<file path="src/rtl/clb_cfg_defs.sv">
// Shared definitions for the CLB configuration loader: FSM encoding,
// default sync word and constant helpers for deriving beat/counter sizes.
package clb_cfg_defs;

  typedef enum logic [2:0] {
    ST_HUNT   = 3'd0,
    ST_LOAD   = 3'd1,
    ST_CHECK  = 3'd2,
    ST_COMMIT = 3'd3,
    ST_DONE   = 3'd4,
    ST_ERROR  = 3'd5
  } state_t;

  localparam logic [7:0] DEFAULT_SYNC_WORD = 8'hA5;

  function automatic int unsigned ceil_div(input int unsigned a, input int unsigned b);
    return (a + b - 32'd1) / b;
  endfunction

  function automatic int unsigned clog2_u(input int unsigned v);
    int unsigned r;
    int unsigned p;
    r = 0;
    p = 1;
    while (p < v) begin
      p = p << 1;
      r = r + 32'd1;
    end
    return r;
  endfunction

endpackage

</file>
<file path="src/rtl/cfg_beat_assembler.sv">
// Frame assembly buffer (indexed beat writes, LSB beat first) and XOR
// accumulator over full beats; padding above CFG_WIDTH is never stored.
module cfg_beat_assembler #(
  parameter int unsigned CFG_WIDTH = 36,
  parameter int unsigned WORD_W    = 8,
  parameter int unsigned NBEATS    = 5,
  parameter int unsigned CNT_W     = 3
) (
  input  logic                 clk,
  input  logic                 rst,
  input  logic                 i_clr,
  input  logic                 i_we,
  input  logic [CNT_W-1:0]     i_idx,
  input  logic [WORD_W-1:0]    i_data,
  output logic [CFG_WIDTH-1:0] o_frame,
  output logic [WORD_W-1:0]    o_acc
);

  logic [CFG_WIDTH-1:0] w_buf;
  logic [WORD_W-1:0]    r_acc;

  // One slice per beat; the last slice keeps only the in-frame bits.
  for (genvar k = 0; k < NBEATS; k++) begin : g_slice
    localparam int unsigned LO = k * WORD_W;
    localparam int unsigned SW = ((CFG_WIDTH - LO) < WORD_W) ? (CFG_WIDTH - LO) : WORD_W;

    logic [SW-1:0] r_slice;

    always_ff @(posedge clk or posedge rst) begin
      if (rst) begin
        r_slice <= '0;
      end else if (i_clr) begin
        r_slice <= '0;
      end else if (i_we && (i_idx == CNT_W'(k))) begin
        r_slice <= i_data[SW-1:0];
      end
    end

    assign w_buf[LO +: SW] = r_slice;
  end

  always_ff @(posedge clk or posedge rst) begin
    if (rst) begin
      r_acc <= '0;
    end else if (i_clr) begin
      r_acc <= '0;
    end else if (i_we) begin
      r_acc <= r_acc ^ i_data;
    end
  end

  assign o_frame = w_buf;
  assign o_acc   = r_acc;

endmodule

</file>
<file path="src/rtl/clb_config_loader.sv">
// CLB configuration writer: hunts for a sync beat, assembles a frame,
// verifies its XOR checksum and commits it to the tile with a one-cycle cen.
module clb_config_loader
  import clb_cfg_defs::*;
#(
  parameter int unsigned       CFG_WIDTH = 36,
  parameter int unsigned       WORD_W    = 8,
  parameter logic [WORD_W-1:0] SYNC_WORD = WORD_W'(DEFAULT_SYNC_WORD)
) (
  input  logic                 cclk,
  input  logic                 rst,
  input  logic                 clear,
  input  logic [WORD_W-1:0]    in_data,
  input  logic                 in_valid,
  output logic                 in_ready,
  output logic [CFG_WIDTH-1:0] cfg_out,
  output logic                 cen,
  output logic                 busy,
  output logic                 done,
  output logic                 error
);

  localparam int unsigned NBEATS = ceil_div(CFG_WIDTH, WORD_W);
  localparam int unsigned CNT_W  = clog2_u(NBEATS + 32'd1);

  state_t               r_state;
  state_t               w_state_nxt;
  logic [CNT_W-1:0]     r_cnt;
  logic [CNT_W-1:0]     w_cnt_nxt;
  logic                 w_ready;
  logic                 w_accept;
  logic                 w_asm_clr;
  logic                 w_asm_we;
  logic                 w_commit;
  logic                 w_fail;
  logic [CFG_WIDTH-1:0] w_frame;
  logic [WORD_W-1:0]    w_acc;
  logic [CFG_WIDTH-1:0] r_cfg_out;
  logic                 r_cen;
  logic                 r_busy;
  logic                 r_done;
  logic                 r_error;

  assign w_ready  = ((r_state == ST_HUNT) || (r_state == ST_LOAD) || (r_state == ST_CHECK))
                    && !clear && !rst;
  assign w_accept = in_valid && w_ready;

  cfg_beat_assembler #(
    .CFG_WIDTH (CFG_WIDTH),
    .WORD_W    (WORD_W),
    .NBEATS    (NBEATS),
    .CNT_W     (CNT_W)
  ) u_asm (
    .clk     (cclk),
    .rst     (rst),
    .i_clr   (w_asm_clr),
    .i_we    (w_asm_we),
    .i_idx   (r_cnt),
    .i_data  (in_data),
    .o_frame (w_frame),
    .o_acc   (w_acc)
  );

  always_ff @(posedge cclk or posedge rst) begin
    if (rst) begin
      r_state <= ST_HUNT;
      r_cnt   <= '0;
    end else begin
      r_state <= w_state_nxt;
      r_cnt   <= w_cnt_nxt;
    end
  end

  // Next state and datapath strobes; clear overrides every state.
  always_comb begin
    w_state_nxt = r_state;
    w_cnt_nxt   = r_cnt;
    w_asm_clr   = 1'b0;
    w_asm_we    = 1'b0;
    w_commit    = 1'b0;
    w_fail      = 1'b0;
    if (clear) begin
      w_state_nxt = ST_HUNT;
      w_cnt_nxt   = '0;
      w_asm_clr   = 1'b1;
    end else begin
      case (r_state)
        ST_HUNT: begin
          if (w_accept && (in_data == SYNC_WORD)) begin
            w_state_nxt = ST_LOAD;
            w_cnt_nxt   = '0;
            w_asm_clr   = 1'b1;
          end
        end
        ST_LOAD: begin
          if (w_accept) begin
            w_asm_we  = 1'b1;
            w_cnt_nxt = r_cnt + CNT_W'(1);
            if (r_cnt == CNT_W'(NBEATS - 32'd1)) begin
              w_state_nxt = ST_CHECK;
            end
          end
        end
        ST_CHECK: begin
          if (w_accept) begin
            if (in_data == w_acc) begin
              w_state_nxt = ST_COMMIT;
              w_commit    = 1'b1;
            end else begin
              w_state_nxt = ST_ERROR;
              w_fail      = 1'b1;
            end
          end
        end
        ST_COMMIT: w_state_nxt = ST_DONE;
        ST_DONE:   w_state_nxt = ST_DONE;
        ST_ERROR:  w_state_nxt = ST_ERROR;
        default:   w_state_nxt = ST_HUNT;
      endcase
    end
  end

  // Output registers; cfg_out only moves on the commit edge.
  always_ff @(posedge cclk or posedge rst) begin
    if (rst) begin
      r_cfg_out <= '0;
      r_cen     <= 1'b0;
      r_busy    <= 1'b0;
      r_done    <= 1'b0;
      r_error   <= 1'b0;
    end else begin
      r_cen  <= w_commit;
      r_busy <= (w_state_nxt == ST_LOAD) || (w_state_nxt == ST_CHECK) ||
                (w_state_nxt == ST_COMMIT);
      if (w_commit) begin
        r_cfg_out <= w_frame;
      end
      if (clear) begin
        r_done  <= 1'b0;
        r_error <= 1'b0;
      end else begin
        if (r_state == ST_COMMIT) begin
          r_done <= 1'b1;
        end
        if (w_fail) begin
          r_error <= 1'b1;
        end
      end
    end
  end

  assign in_ready = w_ready;
  assign cfg_out  = r_cfg_out;
  assign cen      = r_cen;
  assign busy     = r_busy;
  assign done     = r_done;
  assign error    = r_error;

endmodule

</file>
<file path="config.mk">
export PLATFORM = sky130hd
export DESIGN_NAME = clb_config_loader
export DESIGN_NICKNAME = d
export VERILOG_FILES = /design/src/rtl/clb_cfg_defs.sv /design/src/rtl/cfg_beat_assembler.sv /design/src/rtl/clb_config_loader.sv
export SDC_FILE = /design/constraint.sdc
export NUM_CORES = 1
export LEC_CHECK = 0
export CAP_MARGIN = 20
export CORE_ASPECT_RATIO = 0.7
export CORE_MARGIN = 5
export CORE_UTILIZATION = 30
export DETAILED_ROUTE_END_ITERATION = 10
export SYNTH_ARGS = -nofsm -noshare
export SYNTH_HDL_FRONTEND = slang
export SYNTH_SLANG_ARGS = --single-unit
</file>
<file path="constraint.sdc">
create_clock -name cclk -period 4.2 [get_ports cclk]
set_input_delay 1.05 -clock cclk [delete_from_list [all_inputs] [get_ports cclk]]
set_output_delay 1.05 -clock cclk [all_outputs]
set_load 0.1 [all_outputs]
</file>
# Word-level counts from Yosys, hierarchy flattened
# Index checks and enable logic that the tools add are counted.
[op_classes]
reduce_logical = 28
eq_ne = 16
muxes = 41
n_bitwise = 1
addsub = 1
[ops]
columns = ["cell", "n"]
rows = [
  ["$mux W8", 10],
  ["$mux W3", 9],
  ["$eq A3 B2 Y1 const B", 6],
  ["$mux W1", 18],
  ["$reduce_bool A2 Y1", 8],
  ["$pmux W3 S5", 1],
  ["$eq A3 B1 Y1 const B", 3],
  ["$eq A3 B3 Y1 const B", 3],
  ["$logic_and A1 B1 Y1", 9],
  ["$eq A8 B8 Y1", 1],
  ["$eq A8 B8 Y1 const B", 1],
  ["$mux W4", 2],
  ["$xor A8 B8 Y8", 1],
  ["$logic_not A3 Y1", 2],
  ["$pmux W3 S2", 1],
  ["$logic_or A1 B1 Y1", 4],
  ["$add A3 B1 Y3 const B", 1],
  ["$ne A3 B2 Y1 const B", 1],
  ["$ne A3 B3 Y1 const B", 1],
  ["$reduce_and A3 Y1", 1],
  ["$reduce_bool A3 Y1", 1],
  ["$logic_not A1 Y1", 2],
  ["$reduce_or A2 Y1", 1],
]
[totals]
input_bits = 12
ff_bits = 90
out_inout_bits = 41

# Depth between registers and ports, before layout
# Gate-level depths: netlist of the first run.
[depth]
word_depth = 13
ltp_mapped = 7
depth_no_buf = 5

# Modules after synthesis
# A second synthesis of the first run with hierarchy kept.
[unflattened]
hier_cells = 316
hier_area_um2 = 4206.5
[by_module_without_submodules]
columns = ["module", "cells_per_inst", "instances", "area_each_um2"]
rows = [
  ["clb_config_loader", 149, 1, 2157.1],
  ["cfg_beat_assembler", 167, 1, 2049.5],
]

# Worst setup path before layout of the first run
# No wires, ideal clock.
[synth_timing]
path_kind = "in2out"
start = "input port clear"
end = "output port in_ready"
path_slack_ps = 466
path_stages = 4
t_arrival_ps = 2684
n_path_buf = 1
required_time_ps = 3150
path_cell_list = "buf_2 > nor2_1 > nand2_1 > nor2_1"
[synth_between]
elab_chain_cells = 3
[synth_lines]
columns = ["item", "line", "source"]
rows = [
  ["from (decl)", "clb_config_loader.sv:12", "input logic clear,"],
  ["$logic_not A1 Y1", "clb_config_loader.sv:45", "&& !clear && !rst;"],
  ["$logic_and A1 B1 Y1 (2 in a row)", "clb_config_loader.sv:45", ""],
  ["to (decl)", "clb_config_loader.sv:15", "output logic in_ready,"],
]
# No other way between the ends.

# Worst setup path after layout of the first run
# Same ends and word-level chain as after synthesis.

==> results list, run 1 <==
- Number of max-slew violations in the final report: 0
- Worst Clk Skew: between 8 and 9 ps
* Mean instance size in the synthesized netlist: 12.46 um^2
* Via count of the first global-routing pass: about 2700
- After floorplanning, the core was sized to cover roughly 13000 um^2.
- STA classifies the critical path endpoint as a primary output.
- In this run, synthesis inferred 0 flip-flops with an integrated enable.
- Post-synthesis share of cell area spent on xor and xnor gates: under 10%
- Share of the cycle needed by the critical path after routing: between 70% and 80%
- For this run, design rule violations remaining after detail routing come to 0.
* Layout overhead on the synthesized area: 27.03%
- Number of rows in the core area: 34
- Die height: about 110 um
- Run status: finished, final reports clean
* Top library cells by usage in the layout, fill and taps aside: dfrtp_1 (90), clkdlybuf4s50_1 (51), nor2_1 (44), mux2_2 (36), mux2i_1 (32)
* Final RePlAce weighted congestion: 0.7971
* Gate count after technology mapping: between 300 and 400
* Normalized max-slew margin: between 30 and 40%
- TritonCTS built the clock tree.
- CTS saw 90 sinks.
- CTS Hold Buffers Added: 0
* Total vias in the final route: ~2500
* Detailed-router iteration count before antenna repair: 4
- Setup repair after global routing left no endpoint under its margin.
- The synthesized netlist occupies a cell area of 3889 um^2.
- The total overflow left after global routing is 0.
* Worst setup path class: in -> out
- For this block, the initial DRC count from the detailed router was between 100 and 150.
* Worst min-delay path class: reg -> reg
* Netlist cell types: 36
- The cell sitting at the root of the clock tree is a clkbuf_16.
- Timing would allow up to between 300 and 400 MHz.
- Grt peak-use layer: met1
* Met2 global-route usage: 17.11%
- Clock-pin slew was measured on the worst setup and hold paths at about 70 ps.
- For the pin with the worst max-slew slack, the measured transition is ~980 ps.
- Filler Cell Count: about 1200
- Skew-Pair Late Insertion Delay: about 340 ps
- Setup total negative slack on the finished layout was measured at 0 ps.
- The first global-routing pass estimated between 10 and 15 mm of wire.
- Max-cap violations in this run came to 0.
- For met1 alone, demand over resource in global routing was 18.30%.
- For met3 alone, demand over resource in global routing was approximately 4%.
* Critical path startpoint category: input pin
* Initial cell density of the core: between 30 and 40%
- Number of vias per cell: approximately 4.7
* Critical path fanouts, max: 10
- In the synthesized netlist the dominant register cell turns out to be dfrtp_1.
- Sequential-to-total area share from yosys stat: 57.92%
* Number of warnings issued by yosys: 0
* Combined global-route utilization of all metal layers: 12.33%
- Share of synthesized cell area in and, or, nand and nor gates: 10.71%
- IR Drop Worst-Case VDD: about 180 uV
* Leading cell type in the layout, fill and taps excluded: dfrtp_1
- Measured along the x axis, the die boundary spans 146.1 um.
- Number of buffers created by CTS: 9
- Initial antenna violation count: 0
* Post-synth net total: 329
- Required time reported for the critical path endpoint: 3150 ps
* Buffers inserted by post-CTS timing repair: 0
- The portion of synthesized area spent on multiplexers is approximately a fifth.
- The number of antenna diodes in the final layout is 0.
- Post-cts resize count: 0
* Share of flip-flops with an asynchronous set or reset after synthesis: 100.0%
* Final HPWL DP: 6.166 mm
- In this run the power density over the cells is around 360 nW/um^2.
- Post-layout total power: approximately 0.0018 W
- Entering global routing, the biggest net connects 45 pins.
* Largest family of logic cells by synthesized area: multiplexers
- In the final routed layout, each cell accounts on average for about 17 um.
- In this run the static leakage power is 2.465 nW.
* Arrival time of the worst setup path: 2280 ps
* Final number of setup-violating endpoints: 0
* Die outline area: between 15000 and 20000 um^2
- Summed over all layers, the routed wires come to between 9 and 10 mm.
- Of the total synthesized cell area, the portion taken by full adders, half adders and majority gates is under 10%.
- The net count of the finished layout is 387.
- Summing the areas of all compound-gate instances in the mapped netlist gives approximately 4.2% of the synthesized area.
- Buffers placed on the I/O ports in this run total 52.
- In the final layout, the share of cells above drive strength 1 is 19.52%.
* Clock Path Buffers: 2
- The count of final hold-check violations is 0.
* Count of state elements after synthesis: 90
* I/O pin cnt: between 50 and 60
- For the finished layout, the period the worst path requires is 3326 ps.
- Number of nets with antenna violations after detailed routing: 0
- Count of H-tree levels built during CTS: 3
[metal layers]
layer  share of wire [%]  up-vias
met5                   0        -
met2                  41       58
met4                0.69        0
met1                  52     1272
li1                    -     1202
met3                 5.5        6
[metrics by stage]
stage               worst slack, ps  hold slack [ps]  cells  util [%]  instance area [um^2]
floorplan                     465.7            472.7    312         -                  3889
global placement              843.3            484.3    520     36.79                  4617
detailed placement            820.2            490.0    520     36.79                  4617
CTS                           864.2            507.7    535     39.30                  4932
global route                  796.8            525.2    536     39.36                  4940
finish                        874.2            498.0    536     39.36                  4940
[Yosys cell counts, types with 3 or more instances]
master,n,area share (%)
a21oi_1,6,0.77
o31ai_1,3,0.58
xnor2_1,8,1.8
buf_6,3,0.87
nand2_1,11,1.1
nand4_1,3,0.48
ha_1,5,1.6
o21ai_0,6,0.77
nor2_1,44,4.2
mux2i_1,32,8.2
inv_1,5,0.48
mux2_2,36,10
buf_2,8,1.0
nand3_1,13,1.7
xor2_1,8,1.8
dfrtp_1,90,58
clkbuf_1,8,0.77
[worst max-delay path, stage by stage]
cell             delay, ps
clkdlybuf4s50_1        390
buf_4                  180
nor2_1                 170
nand2_1                100
nor2_1                 180
buf_12                 200
[cells by family after synthesis]
kind of cell	Yosys count
flops	90
simple gates	83
mux	68
compound gates	25
buf+inv	25
xor+xnor	16
fa+ha+maj	5
[registers in the layout (all words and copies together), names as in the netlist]
| signal | cells |
|---|---|
| error | 1 |
| busy | 1 |
| cfg_out | 36 |
| r_state | 3 |
| u_asm.g_slice.r_slice | 36 |
| cen | 1 |
| r_cnt | 3 |
| u_asm.o_acc | 8 |
| done | 1 |
[layout make-up]
type                       count  area (um^2)  share of cell area (%)
multi-input combinational    197         1510                   30.57
inverter                       6        23.77                  0.4813
tap                          162        202.7                   4.103
timing repair buffer          66        635.6                   12.87
sequential                    90         2252                   45.59
clock inverter                 6        90.09                   1.824
clock buffer                   9        225.2                   4.559
[where the power goes]
part | switching (W) | internal [W] | total, W
combinational | 0.0000535 | 0.0000250 | 0.0000786
clock | 0.000336 | 0.000521 | 0.000857
sequential | 0.0000000273 | 0.000867 | 0.000867
[final timing paths]
path,start,slack (ps),to,cells after the start
max in group asynchronous,rst,2290,cfg_out[22],3
min reg2reg,u_asm.g_slice[4].r_slice[0],500,cfg_out[32],1
max,clear,870,in_ready,6
min in group asynchronous,rst,1120,u_asm.g_slice[4].r_slice[3],2
max reg2reg,r_state[2],1940,u_asm.g_slice[0].r_slice[2],5
min,u_asm.g_slice[4].r_slice[0],500,cfg_out[32],1
Note: power is estimated with default switching activity, not from simulation.
==> run 2: changes to the inputs <==
==> constraint.sdc (replaced) <==
create_clock -name cclk -period 2.73 [get_ports cclk]
set_input_delay 0.6825 -clock cclk [delete_from_list [all_inputs] [get_ports cclk]]
set_output_delay 0.6825 -clock cclk [all_outputs]
set_load 0.1 [all_outputs]
==> run 2 against run 1 <==
  * Cell count is 1.9% higher
  * Largest cell class unchanged
  * Combinational power rose by 65%
  * Die area unchanged
  * Global-route usage down 0.20 points
  * Largest power group is now clock
  * Non-clock buffer count grew 10
  * Sequential power is 53% higher
==> results list, run 2 (synthesis results as in run 1) <==
- Run status: finished, final reports clean
* Critical register-to-register path endpoint: u_asm.g_slice[2].r_slice[4]
- Post-cts resize count: 0 (unchanged)
- Detailed-router iteration count before antenna repair: 4 (unchanged)
* Final hold viol count: 0 (unchanged)
* Fin crit period: ~2500 ps
- The clock transition time at the flip-flop clock pins of the worst setup and hold paths was 60 ps (about the same).
* Met2 global-route usage: 16.82% (-0.30 points)
- Number of nets with antenna violations after detailed routing: 0 (unchanged)
* Power per unit of standard cell area: 580.4 nW/um^2 (+59%)
* Leading cell type in the layout, fill and taps excluded: dfrtp_1
- Initial cell density of the core: 30.99% (unchanged)
- Post-route core utilization: 39.79% (+0.43 points)
- The buffer count from post-CTS setup fixing is 0 (unchanged).
- The final number of max-transition violations was 0 (unchanged).
* Tightest Pin Transition: 466.4 ps (-517.7 ps)
* Design area: 4994 um^2 (+1.1%)
- The placer congestion estimate was 0.7849 (-1.5%).
* Number of nets at the end of the flow: 397 (+2.6%)
- Number of maximum-capacitance constraint violations: 0 (unchanged)
- Post-route insts no fill: 546 (+1.9%)
- Drt first-iter violations: 115 (-14%)
* Met1 layer usage reported by global route: 17.95% (-0.35 points)
* CTS Hold Buffers Added: 0 (unchanged)
- The number of global-route vias before repair came to 2762 (+3.6%).
* Number of rows in the core area: 34 (unchanged)
- Area of placed instances: 4642 um^2 (+0.54%)
- The overall routed net length was 8.859 mm (-2.3%).
- IR Drop Worst-Case VDD: 296.3 uV (+69%)
* Global Route met3 Usage: 4.376% (+0.34 points)
* Unrepaired setup endpoints after global routing: no
- The global-route usage over all layers was 12.14% (-0.20 points).
- Maximum achievable frequency: around 400 MHz
- The final-layout worst hold slack is 505.8 ps (+7.815 ps).
- The arrival time of data at the critical path endpoint came to 1830 ps (-450 ps).
- The total leakage power is 2.620 nW (+6.3%).
- The setup slack on the worst flop-to-flop path is 770 ps (-1170 ps).
- Final HPWL DP: 6.268 mm (+1.7%)
* Clock Path Buffers: 2 (unchanged)
- The share of layout cells above drive strength 1 came to 32.29% (+13 points).
* Number of vias per cell: 4.711 (-0.52%)
* Worst hold path cell count: 1 (unchanged)
* Start point of the worst hold path: u_asm.g_slice[2].r_slice[0]
* Required time reported for the critical path endpoint: 2050 ps (-1100 ps)
- The top cell types in the final layout, fill and taps aside, are dfrtp_1 (90), buf_4 (61), nor2_1 (43), mux2_2 (36), mux2i_1 (32).
- I/O pin cnt: 53 (unchanged)
- The total setup violations reported at the end of the flow came to 0 (unchanged).
- Normalized max-slew margin: 68.91% (+35 points)
* Grt peak-use layer: met1
- FF-to-FF Start: r_state[2]
* Sum of negative setup slack: 0 ps (unchanged)
- The cell total after placement was 531 (+2.1%).
- Skew-Pair Late Insertion Delay: 340 ps (about the same)
- The core outline area came to 12550 um^2 (unchanged).
- Worst Clk Skew: 5.852 ps (-3.029 ps)
- The count of unresolved DRC violations after routing was 0 (unchanged).
* Crit path capture type: primary output
- Total inserted antenna cells: 0 (unchanged)
* Master cell of the clock root buffer: clkbuf_16
* Remaining Overflow, GRT: 0 (unchanged)
* First-pass GRT wire length: 14.88 mm (-0.32%)
- The path with the worst hold slack has its endpoint at cfg_out[16].
* Detail-routed net length per standard cell: 16.23 um (-4.1%)
* Number of clock sinks: 90 (unchanged)
- The count of H-tree levels built during CTS was 3 (unchanged).
* Worst min-delay path class: reg -> reg
- Worst setup path class: in -> out
* Number of port buffers: 52 (unchanged)
- Number of buffers created by CTS: 9 (unchanged)
- Total vias in the final route: 2572 (+1.3%)
- The area growth from synthesis to layout is 28.41%.
- Critical path fanouts, max: 3 (-7)
* Share of the cycle needed by the critical path after routing: slightly above 90%
* Die height: 105.3 um (unchanged)
- Pin count of the biggest net entering global routing: 56 (+24%)
- The number of antenna violations at the first check in global routing was 0 (unchanged).
* Die outline area: 15380 um^2 (unchanged)
* Number of cells on the worst reg-to-reg path: 5 (unchanged)
* Clock tree from TritonCTS: done
- STA classifies the critical path startpoint as an input pin.
* Die width: 146.1 um (unchanged)
## run 2: power by group
group	switching, W	internal (W)
logic	0.0000827	0.0000476
registers	0.0000000396	0.00133
clock network	0.000493	0.000941
total	0.000576	0.00232
## run 2: critical path, stage by stage
cell and delay, ps:
clkdlybuf4s50_1 500, nor2_1 200, nand2_1 120, nor2_2 140, buf_12 190
## run 2: per-layer routing
metal | share of wire, % | routed length, um | vias to the layer above
met3 | 5.9 | 519 | 8
met2 | 42 | 3679 | 59
met1 | 52 | 4568 | 1294
met4 | 1.0 | 91 | 0
li1 | - | - | 1211
met5 | 0 | 0 | -
## run 2: how the worst max path moves through the flow
stage	startpoint	end	slack (ps)	cells after the start
4_1_cts	clear	in_ready	210	5
3_5_place_dp	in_data[6]	cfg_out[11]	60	6
6_report	clear	in_ready	220	5
2_1_floorplan	clear	in_ready	190	4
3_3_place_gp	in_data[6]	cfg_out[7]	80	6
5_1_grt	clear	in_ready	130	5
## run 2: cell type report
cell class / instances / area [um^2]
flip-flops and latches: 90 / 2252
clock inverters: 4 / 98.84
inverters: 6 / 26.28
fillers: 1208 / 7556
multi-input cells: 197 / 1513
repair buffers: 76 / 648.1
well taps: 162 / 202.7
clock buffers: 11 / 252.7
## run 2: per-stage QoR
| stage | power, W | worst slack (ps) |
|---|---|---|
| floorplan | 0.001420 | 186.0 |
| global placement | 0.001491 | 76.06 |
| detailed placement | 0.001492 | 57.20 |
| CTS | 0.002947 | 205.3 |
| global route | 0.003011 | 131.9 |
| finish | 0.002898 | 218.0 |
==> run 3: changes to the inputs <==
--- a/config.mk
+++ b/config.mk
@@ -10,6 +10,8 @@
 export CORE_MARGIN = 5
 export CORE_UTILIZATION = 30
 export DETAILED_ROUTE_END_ITERATION = 10
+export SLEW_MARGIN = 40
 export SYNTH_ARGS = -nofsm -noshare
 export SYNTH_HDL_FRONTEND = slang
 export SYNTH_SLANG_ARGS = --single-unit
+export TNS_END_PERCENT = 30
==> run 3 against run 2 <==
  * Critical endpoint unchanged
  * Critical path depth unchanged
  * Combinational power about the same
  * Flip-flop and latch count unchanged
  * Utilization down 0.62 points
  * Via count about the same
  * Global-route usage about the same
  * Non-clock buffer count unchanged
  * Critical path type unchanged
  * Count of clock-buffer cells in the layout up 2
==> results list, run 3 (synthesis results as in run 1) <==
- Critical path fanouts, max: 3 (unchanged)
- The total half-perimeter wirelength after legalization and detailed placement was 6.280 mm (+0.20%).
- Cell at the slowest stage of the critical path: clkdlybuf4s50_1
- The number of antenna violations at the first check in global routing was 0 (unchanged).
- From synthesis to final layout, the design area changed by 26.42%.
- The number of global-route vias before repair was 2686 (-2.8%).
- Run status: finished, final reports clean
- STA classifies the critical path startpoint as an input pin.
* Critical path, cell by cell: clkdlybuf4s50_1 -> nor2_1 -> nand2_1 -> nor2_1 -> buf_12
- The buffer count from post-CTS setup fixing is 0 (unchanged).
- The library cell used most frequently in the layout, excluding fill and tap cells, is dfrtp_1.
* First-pass GRT wire length: 14.82 mm (-0.42%)
- Drt first-iter violations: 71 (-38%)
- The number of cell instances on the worst register-to-register path was 5 (unchanged).
* Master cell of the clock root buffer: clkbuf_16
* Crit path capture type: primary output
* Die height: 105.3 um (unchanged)
- The arrival time of data at the critical path endpoint was 1810 ps (-20 ps).
- Number of nets at the end of the flow: 397 (unchanged)
- Unrepaired setup endpoints after global routing: no
- Standby leakage power: 2.582 nW (-1.5%)
- The buffer depth of the longest clock path came to 2 (unchanged).
* Number of nets with antenna violations after detailed routing: 0 (unchanged)
- Worst setup path endpoint: in_ready
- Remaining Overflow, GRT: 0 (unchanged)
* Worst setup path class: in -> out
- Worst min-delay path class: reg -> reg
- Peak per-stage delay on the critical path: 500 ps (about the same)
- Die width: 146.1 um (unchanged)
- I/O pin cnt: 53 (unchanged)
- The effective utilization at floorplan is 30.99% (unchanged).
- The worst slew margin relative to its limit was 68.05% (-0.86 points).
- CTS Hold Buffers Added: 0 (unchanged)
- Share of final-layout standard cells stronger than drive strength 1: 31.25% (-1.0 points)
* Number of port buffers: 52 (unchanged)
- The filler cell count was 1194 (-1.2%).
- Total inserted antenna cells: 0 (unchanged)
- Pin count of the biggest net entering global routing: 89 (+59%)
* Combined global-route utilization of all metal layers: 12.11% (-0.022 points)
- Number of buffers created by CTS: 9 (unchanged)
- The setup slack on the worst flop-to-flop path came to 730 ps (-40 ps).
* Kind of cell adding the most delay to the critical path: buffers and inverters
- Leaving out fill and tap cells, the most frequent cells in the layout are dfrtp_1 (90), buf_4 (60), nor2_1 (44), mux2_2 (36), mux2i_1 (32).
- The total setup violations reported at the end of the flow is 0 (unchanged).
- The number of sinks driven by the clock tree is 90 (unchanged).
* Post-layout total power: 0.002572 W (-11%)
- Startpoint of the worst setup timing path: clear
- Post-cts resize count: 0 (unchanged)
- The die area was 15380 um^2 (unchanged).
- The count of final hold-check violations is 0 (unchanged).
* Number of max-slew violations in the final report: 0 (unchanged)
- Count of H-tree levels built during CTS: 3 (unchanged)
- Clock transition at the registers of the reported paths: 60 ps (about the same)
- The utilization after layout was 39.17% (-0.62 points).
- The portion of the clock cycle consumed by the worst path in the final layout is 91.16% (-0.86 points).
* Tightest Pin Transition: 479.2 ps (+12.84 ps)
- Skew-Pair Late Insertion Delay: 330 ps (about the same)
* Detail-routed net length per standard cell: 16.47 um (+1.5%)
* Number of maximum-capacitance constraint violations: 0 (unchanged)
- The ratio of routed vias to standard cells was 4.707 (about the same).
* Sequential cell area: 2252 um^2 (unchanged)
- IR Drop Worst-Case VDD: 290.9 uV (-1.8%)
- Most repeated library cell on the critical path: nor2_1
- Area of the multi-input gates: 1510 um^2 (-0.17%)
- The number of buffer and inverter instances along the worst setup path was 2 (unchanged).
- Number of DRC violations after detailed routing: 0 (unchanged)
* Maximum achievable frequency: 401.8 MHz (+0.94%)
- Clock tree from TritonCTS: done
- The total number of vias was 2570 (-0.078%).
* Power per unit of standard cell area: 523.1 nW/um^2 (-9.9%)
- FF-to-FF Start: r_state[2]
* Final RePlAce weighted congestion: 0.7887 (+0.48%)
- The clock period minus final worst setup slack was 2489 ps (-23.38 ps).
- The count of standard-cell rows was 34 (unchanged).
- Required time reported for the critical path endpoint: 2050 ps (about the same)
- The logic depth of the worst path, buffers included came to 5 (unchanged).
- Final routed wirelength across all metal layers: 8.993 mm (+1.5%)
- Detailed-router iteration count before antenna repair: 4 (unchanged)
- Worst Clk Skew: 4.691 ps (-1.161 ps)
* Critical register-to-register path endpoint: u_asm.g_slice[2].r_slice[5]
* Total core area: 12550 um^2 (unchanged)
## run 3: cell count changes in the layout (fill, tap and decap cells not counted), sizes merged
cell,previous run,this run
clkinv,2,3
bufinv,3,0
clkbuf,11,13
## run 3: final cells by class
cell class | instances | area share [%]
multi-input cells | 197 | 30.72
clock inverters | 2 | 0.2800
flip-flops and latches | 90 | 45.81
repair buffers | 76 | 13.44
clock buffers | 13 | 5.090
inverters | 6 | 0.5345
well taps | 162 | 4.123
## run 3: metrics by stage
| step | hold slack (ps) | cells | worst slack, ps | setup TNS, ps | instance area [um^2] |
|---|---|---|---|---|---|
| after detailed placement | 490.9 | 531 | -3.796 | -5.484 | 4652 |
| final | 502.6 | 546 | 241.4 | 0 | 4916 |
| after global routing | 521.7 | 546 | 195.3 | 0 | 4916 |
| after global placement | 483.0 | 531 | 30.35 | 0 | 4652 |
| after CTS | 510.3 | 546 | 229.8 | 0 | 4916 |
| after floorplan | 472.7 | 312 | -269.3 | -269.3 | 3892 |
## run 3: power by group
part,switching [W],internal [W],total [W]
registers,0.0000000441,0.00133,0.00133
clock network,0.000469,0.000638,0.00111
logic,0.0000832,0.0000474,0.000131
## run 3: layer usage
metal,part of all wire [%],up-vias,GRT usage (%)
met2,43,58,18.08
met1,51,1286,17.56
met5,0,-,0
met4,0.38,0,2.215
li1,-,1221,-
met3,5.6,5,3.818
## run 3: tightest hold or removal path: cells and delay by family, from the launching register on
family,cells,cell delay (ps)
flip-flops,1,340
AND/OR/NAND/NOR,1,70
AO/OA/AOI/OAI,1,40
## run 3: how the worst min path moves through the flow
stage                                startpoint           to  slack [ps]  depth (start not counted)
detailed placement  u_asm.g_slice[1].r_slice[3]  cfg_out[11]         490                          1
global route        u_asm.g_slice[2].r_slice[4]  cfg_out[20]         520                          1
global placement    u_asm.g_slice[1].r_slice[3]  cfg_out[11]         480                          1
CTS                 u_asm.g_slice[2].r_slice[5]  cfg_out[21]         510                          1
floorplan           u_asm.g_slice[4].r_slice[0]  cfg_out[32]         470                          1
finish                                     done         done         500                          2
